[src/rtl/byte_packer.sv]
`default_nettype none
// ============================================================================
// Module   : byte_packer
// Purpose  : Packs LANES consecutive DATA_W-bit bytes from a valid/ready byte
//            stream into one wide word with per-lane keep bits and a
//            packet-end flag. A byte flagged w_last flushes a partial word.
//            The wide output is a registered valid/ready port.
// Ports    : clock, reset          - rising-edge clock, sync active-high reset
//            w_valid/w_ready       - byte-side handshake
//            w_data, w_last        - byte and end-of-packet marker
//            r_valid/r_ready       - word-side handshake
//            r_data, r_keep, r_last- packed word (lane 0 = low bits), lane
//                                    valid mask, word-ends-packet flag
//            busy                  - partial word held in the assembly buffer
// Revision : 1.0  initial release
// ============================================================================
module byte_packer #(
  parameter int LANES  = 4,
  parameter int DATA_W = 8
) (
  input  logic                      clock,
  input  logic                      reset,
  output logic                      w_ready,
  input  logic                      w_valid,
  input  logic [DATA_W-1:0]         w_data,
  input  logic                      w_last,
  input  logic                      r_ready,
  output logic                      r_valid,
  output logic [LANES*DATA_W-1:0]   r_data,
  output logic [LANES-1:0]          r_keep,
  output logic                      r_last,
  output logic                      busy
);

  localparam int CNT_W = (LANES > 1) ? $clog2(LANES) : 1;
  localparam logic [CNT_W-1:0] LAST_LANE = CNT_W'(LANES - 1);

  logic [LANES*DATA_W-1:0] acc;
  logic [CNT_W-1:0]        cnt;

  logic                    accept;
  logic                    complete;
  logic [LANES*DATA_W-1:0] merged;
  logic [LANES-1:0]        keep_mask;

  // Intake stalls whenever the output word cannot move, independent of what
  // the upstream is presenting.
  assign w_ready  = !r_valid || r_ready;
  assign accept   = w_valid && w_ready;
  assign complete = accept && ((cnt == LAST_LANE) || w_last);
  assign busy     = (cnt != '0);

  // Buffer contents with the incoming byte dropped into lane cnt. Lanes above
  // cnt are forced to zero so a flushed partial word carries no stale bytes.
  for (genvar k = 0; k < LANES; k++) begin : g_lane
    localparam logic [CNT_W-1:0] LANE_IDX = CNT_W'(k);
    assign merged[k*DATA_W +: DATA_W] =
        (LANE_IDX <  cnt) ? acc[k*DATA_W +: DATA_W] :
        (LANE_IDX == cnt) ? w_data                  :
                            '0;
    assign keep_mask[k] = (LANE_IDX <= cnt);
  end

  // Assembly buffer and lane counter.
  always_ff @(posedge clock) begin
    if (reset) begin
      acc <= '0;
      cnt <= '0;
    end else if (complete) begin
      acc <= '0;
      cnt <= '0;
    end else if (accept) begin
      acc <= merged;
      cnt <= cnt + 1'b1;
    end
  end

  // Output register. A completion on the same edge as a drain replaces the
  // outgoing word, keeping r_valid high for full throughput.
  always_ff @(posedge clock) begin
    if (reset) begin
      r_valid <= 1'b0;
      r_data  <= '0;
      r_keep  <= '0;
      r_last  <= 1'b0;
    end else if (complete) begin
      r_valid <= 1'b1;
      r_data  <= merged;
      r_keep  <= keep_mask;
      r_last  <= w_last;
    end else if (r_valid && r_ready) begin
      r_valid <= 1'b0;
    end
  end

endmodule
`default_nettype wire

[config.mk]
export PLATFORM = sky130hd
export DESIGN_NAME = byte_packer
export DESIGN_NICKNAME = d
export VERILOG_FILES = /design/src/rtl/byte_packer.sv
export SDC_FILE = /design/constraint.sdc
export NUM_CORES = 1
export LEC_CHECK = 0
export BUFFER_PORTS_ARGS = -buffer_cell sky130_fd_sc_hd__buf_2
export CELL_PAD_IN_SITES_DETAIL_PLACEMENT = 0
export CELL_PAD_IN_SITES_GLOBAL_PLACEMENT = 2
export CORE_ASPECT_RATIO = 2
export CORE_MARGIN = 2
export CORE_UTILIZATION = 36
export CTS_BUF_LIST = sky130_fd_sc_hd__clkbuf_2
export DETAILED_ROUTE_END_ITERATION = 12
export PLACE_DENSITY = 0.89
export SLEW_MARGIN = 20
export SYNTH_ARGS = -nofsm -noshare
export SYNTH_HDL_FRONTEND = slang
export SYNTH_SLANG_ARGS = --single-unit
[constraint.sdc]
create_clock -name clock -period 2.3 [get_ports clock]
set_clock_uncertainty 0.15 [all_clocks]
set_input_delay 0.23 -clock clock [delete_from_list [all_inputs] [get_ports clock]]
set_output_delay 0.23 -clock clock [all_outputs]
set_load 0.1 [all_outputs]
* Word-level counts from Yosys, hierarchy flattened
Cells that the tools add are included.
** Storage, ports and cells
- Logic and storage cells :: 39
- Memories kept :: 0
- Register bits after elaboration :: 72
- ROM bits :: 0
- Output and inout port bits :: 40
- RAM bits :: 0
- Input port bits :: 13
- Latch bits :: 0
** Operators by class
- Div/mod/pow operators :: 0
- Multipliers :: 0
- Bitwise operators :: 0
- Equal/unequal tests :: 4
- Order comparisons :: 8
- Add/sub/neg operators :: 1
- Multiplexer cells :: 10
- Shifts and indexed selects :: 0
- Reductions and logical operators :: 10
** Operators by type and width (number)
- 8-bit two-way mux :: 8
- 2-bit equality test, first input constant :: 2
- 1-bit by 2-bit <= comparator with 1-bit output, first input constant :: 2
- 2-bit <= comparator, first input constant :: 2
- 1-bit by 2-bit < comparator with 1-bit output, first input constant :: 2
- 2-bit < comparator, first input constant :: 2
- 2-bit nonzero test :: 2
- 1-bit logical AND :: 3
- 2-bit by 1-bit adder with 2-bit output, second input constant :: 1
- 1-bit by 2-bit equality test with 1-bit output, first input constant :: 1
- 2-bit equality test, second input constant :: 1
- 2-bit logical NOT :: 1
- 1-bit logical OR :: 2
- 1-bit two-way mux :: 2
- 2-bit OR reduction :: 1
- 1-bit logical NOT :: 1

* Logic depth before layout (Yosys ltp)
- Depth in word-level cells :: 5
- Depth in mapped cells :: 7
- Mapped depth without buffers :: 5

* Worst setup path before layout
No wires, ideal clock.
- Kind :: reg2reg
- From :: register r_valid
- To :: register cnt[1]
- Buffers on the path :: 2
- Clock period less this slack :: 2.293 ns
- Setup slack :: 0.007 ns
- Stages on the path, launching flop included :: 7
- Setup time :: 0.120 ns
- Data arrival time :: 2.023 ns
- Data required time :: 2.030 ns
- Cells stage by stage :: dfxtp_1 nor2b_2 inv_1 buf_4 buf_2 nand3_1 a21oi_1
** Between the ends
- Word-level cells in the longest chain between the ends :: 5
** RTL lines
- start: declaration :: line 28 : output logic r_valid,
- start signal: assignment :: line 82 : r_valid <= 1'b0;
- start signal: assignment :: line 87 : r_valid <= 1'b1;
- start signal: assignment :: line 92 : r_valid <= 1'b0;
- 1-bit logical NOT (*) :: line 48 : assign w_ready = !r_valid || r_ready;
- 1-bit logical OR (*) :: line 48
- named net w_ready :: line 23 : output logic w_ready,
- 1-bit logical AND (*) :: line 49 : assign accept = w_valid && w_ready;
- 1-bit logical AND :: line 50 : assign complete = accept && ((cnt == LAST_LANE) || w_last);
- 2-bit OR reduction (no source line)
- end signal: assignment :: line 74 : cnt <= cnt + 1'b1;
- end: declaration :: line 39 : logic [CNT_W-1:0] cnt;
Mark *: on every way through the listed nets, which the timed path passes. The rest lies on a longest branch.
A chain may end at the register's enable or synchronous reset.

* Worst setup path after layout
- From :: register cnt[0]
- To :: output port busy
** Between the ends
- Word-level cells in the longest chain between the ends :: 1
** RTL lines
- 2-bit nonzero test :: line 51 : assign busy = (cnt != '0);
- end: declaration :: line 32 : output logic busy
Every way passes these cells.

==> metrics <==
total overflow reported by the global router=0; Max Cap Viol=0; worst setup timing slack at the placement stage=0.3004 ns; required time of the worst setup path=1.92 ns; pin count of the biggest net entering global routing=31; largest cells by area after synthesis=sky130_fd_sc_hd__dfxtp_1 (47%), sky130_fd_sc_hd__o2bb2ai_1 (7.8%), sky130_fd_sc_hd__a31oi_1 (6.3%); GPL Wtd Cong=0.8294; Final Max Tran Viols=0; HPWL after DPL=5057 um; Post-Syn Instances=260; die area=8248 um2; slowest CP cell=sky130_fd_sc_hd__dfxtp_1; most frequent CP cell=sky130_fd_sc_hd__inv_1; Placed Cells incl. Taps=388; startpoint type of the worst setup path=flop; initial antenna violation count=0; global-route wire length before repair=11900 um; number of rows in the core area=44; fraction of post-synthesis cell area in the top cell type by area=47.47%; clk slew on worst S/H paths=0.17 ns; Vias/cell=5.418; Final Net Count=336; worst slew slack as a fraction of its limit=64.87%; number of buffers created by CTS=9; final worst hold slack=0.09777 ns; Worst Max-Slew Pin Slew=0.5269 ns; post-detailed-placement cell area=3024 um2; area growth from synthesis to layout=20.86%; insertion delay of the later-clocked pin in the worst-skew pair=0.50 ns; TritonCTS clock tree=yes; maximum vdd drop=575.9 uV; share of post-route cells with drive strength above 1=29.19%; commonest non-fill, non-tap cells in the layout=sky130_fd_sc_hd__dfxtp_1 (63), sky130_fd_sc_hd__buf_2 (50), sky130_fd_sc_hd__a31oi_1 (27); root buffer cell=sky130_fd_sc_hd__clkbuf_2; arrival time of data at the critical path endpoint=1.73 ns; post-synthesis register bit count=64; most frequently used flop master after synthesis=sky130_fd_sc_hd__dfxtp_1; total power of the final layout=2.462 mW; post-route clock period utilization=91.64%; outcome=complete, no violations; ratio of total power to cell area=754.8 nW/um2; worst hold path type=in -> reg; post-layout worst setup margin=0.1923 ns; sum of routed wire length over all layers=7274 um; total number of yosys warnings=0; H-tree levels=3; post-route ant nets=0; Achievable Freq=474.4 MHz; Port Buffer Count=52; number of distinct library cell variants in the gate-level netlist after synthesis=34; Post-Syn Area per Cell=10.38 um2; global-route total usage across every layer=18.99%; residual DRC count=0; total I/O pin count=53; number of enable flip-flop cells after synthesis=0; CTS sink count=64; fraction of synthesis flops using an asynchronous set or reset pin=0%; ant diodes=0; sequential fraction of the synthesis area=47.47%; fin crit period=2.108 ns; area of the core=7267 um2; number of nets produced by synthesis=278; crit-path max FO=8; number of failing hold endpoints at the final stage=0; setup repair after global routing missed its margin=false; Die Wd=65.23 um; ordered cell list for the critical path=inv_1 -> ha_1 -> inv_1 -> buf_12; Iteration-0 DRC Markers=86; peak per-stage delay on the critical path=0.44 ns; Die H=126.5 um; critical path type=reg -> out; post-detailed-route wirelength per cell=17.57 um; Bufs on Longest Clock Path=2; Mapped Area=2699 um2; library cell with the largest summed area after synthesis=sky130_fd_sc_hd__dfxtp_1; via count of the first global-routing pass=2262; leak pwr=1.364 nW; starting density of the core=37.14%; DRT Pass-1 Iters=4; type of destination of the critical path=output port; Fin Setup TNS=0 ns; final instance count without filler cells=414; vias after detailed routing=2243; most frequent standard cell in the layout excluding fill and tap cells=sky130_fd_sc_hd__dfxtp_1; cell area after layout=3262 um2; final number of setup-violating endpoints=0; final core utilization=44.89%
==> path summary, 6_finish.rpt <==
path / slack, ns / start / cells past startpoint / endpoint
setup / recovery: 0.19 / cnt[0] / 4 / busy
hold / removal: 0.1 / r_ready / 5 / r_valid
hold reg to reg: 0.33 / acc[22] / 1 / acc[22]
setup reg to reg: 0.38 / cnt[1] / 4 / r_data[29]
==> routing by layer <==
layer / vias to the layer above / wire length [um] / global-route usage (%)
met4: 0 / 191 / 8.578
li1: 1101 / - / -
met3: 14 / 224 / 4.167
met2: 49 / 3934 / 32.95
met5: - / 0 / 0
met1: 1079 / 2923 / 21.67
==> synthesized netlist by cell type (2+ instances only) <==
library cell / n
sky130_fd_sc_hd__nor2_1: 3
sky130_fd_sc_hd__a31oi_1: 27
sky130_fd_sc_hd__dfxtp_1: 64
sky130_fd_sc_hd__a21oi_1: 20
sky130_fd_sc_hd__a211oi_2: 10
sky130_fd_sc_hd__buf_2: 9
sky130_fd_sc_hd__and2_1: 9
sky130_fd_sc_hd__buf_6: 3
sky130_fd_sc_hd__a211oi_1: 8
sky130_fd_sc_hd__a22o_1: 8
sky130_fd_sc_hd__mux2i_1: 8
sky130_fd_sc_hd__inv_1: 5
sky130_fd_sc_hd__ha_1: 5
sky130_fd_sc_hd__buf_4: 2
sky130_fd_sc_hd__and3b_1: 8
sky130_fd_sc_hd__o21ai_0: 10
sky130_fd_sc_hd__o2bb2ai_1: 24
sky130_fd_sc_hd__nand3_1: 12
sky130_fd_sc_hd__clkbuf_1: 9
sky130_fd_sc_hd__buf_1: 2
==> final cells by class <==
| class | count | area [um2] |
|---|---|---|
| well taps | 92 | 115.1 |
| clock inverters | 5 | 72.57 |
| inverters | 6 | 26.28 |
| clock buffers | 10 | 50.05 |
| fillers | 784 | 4005 |
| flip-flops and latches | 64 | 1285 |
| multi-input cells | 164 | 1240 |
| repair buffers | 73 | 473.0 |
==> where the power goes <==
| group | internal, mW | switching, mW |
|---|---|---|
| Sequential | 1.15 | 0.0243 |
| Clock | 0.351 | 0.393 |
| Combinational | 0.127 | 0.414 |
==> kinds of logic after synthesis <==
logic type	synth area share [%]
compound gates	31.34
flops	47.47
simple gates	9.319
buf+inv	6.583
mux	2.967
fa+ha+maj	2.318
==> critical path: cells and delay by family, from the launching register on <==
family	cells	cell delay, ns
buf+inv	3	0.43
flops	1	0.44
fa+ha+maj	1	0.34
==> registers in the layout, summed over array words and instances (netlist names) <==
name	cells
r_data	32
acc	24
r_keep	4
cnt	2
r_last	1
r_valid	1
==> repair_timing <==
item	in CTS	in global routing
resized for setup	1	2
buffers inserted	0	1
hold buffers	10	0
endpoints found under the setup margin	1	2
endpoints found under the hold margin	41	0
(Power assumes the default switching activity.)
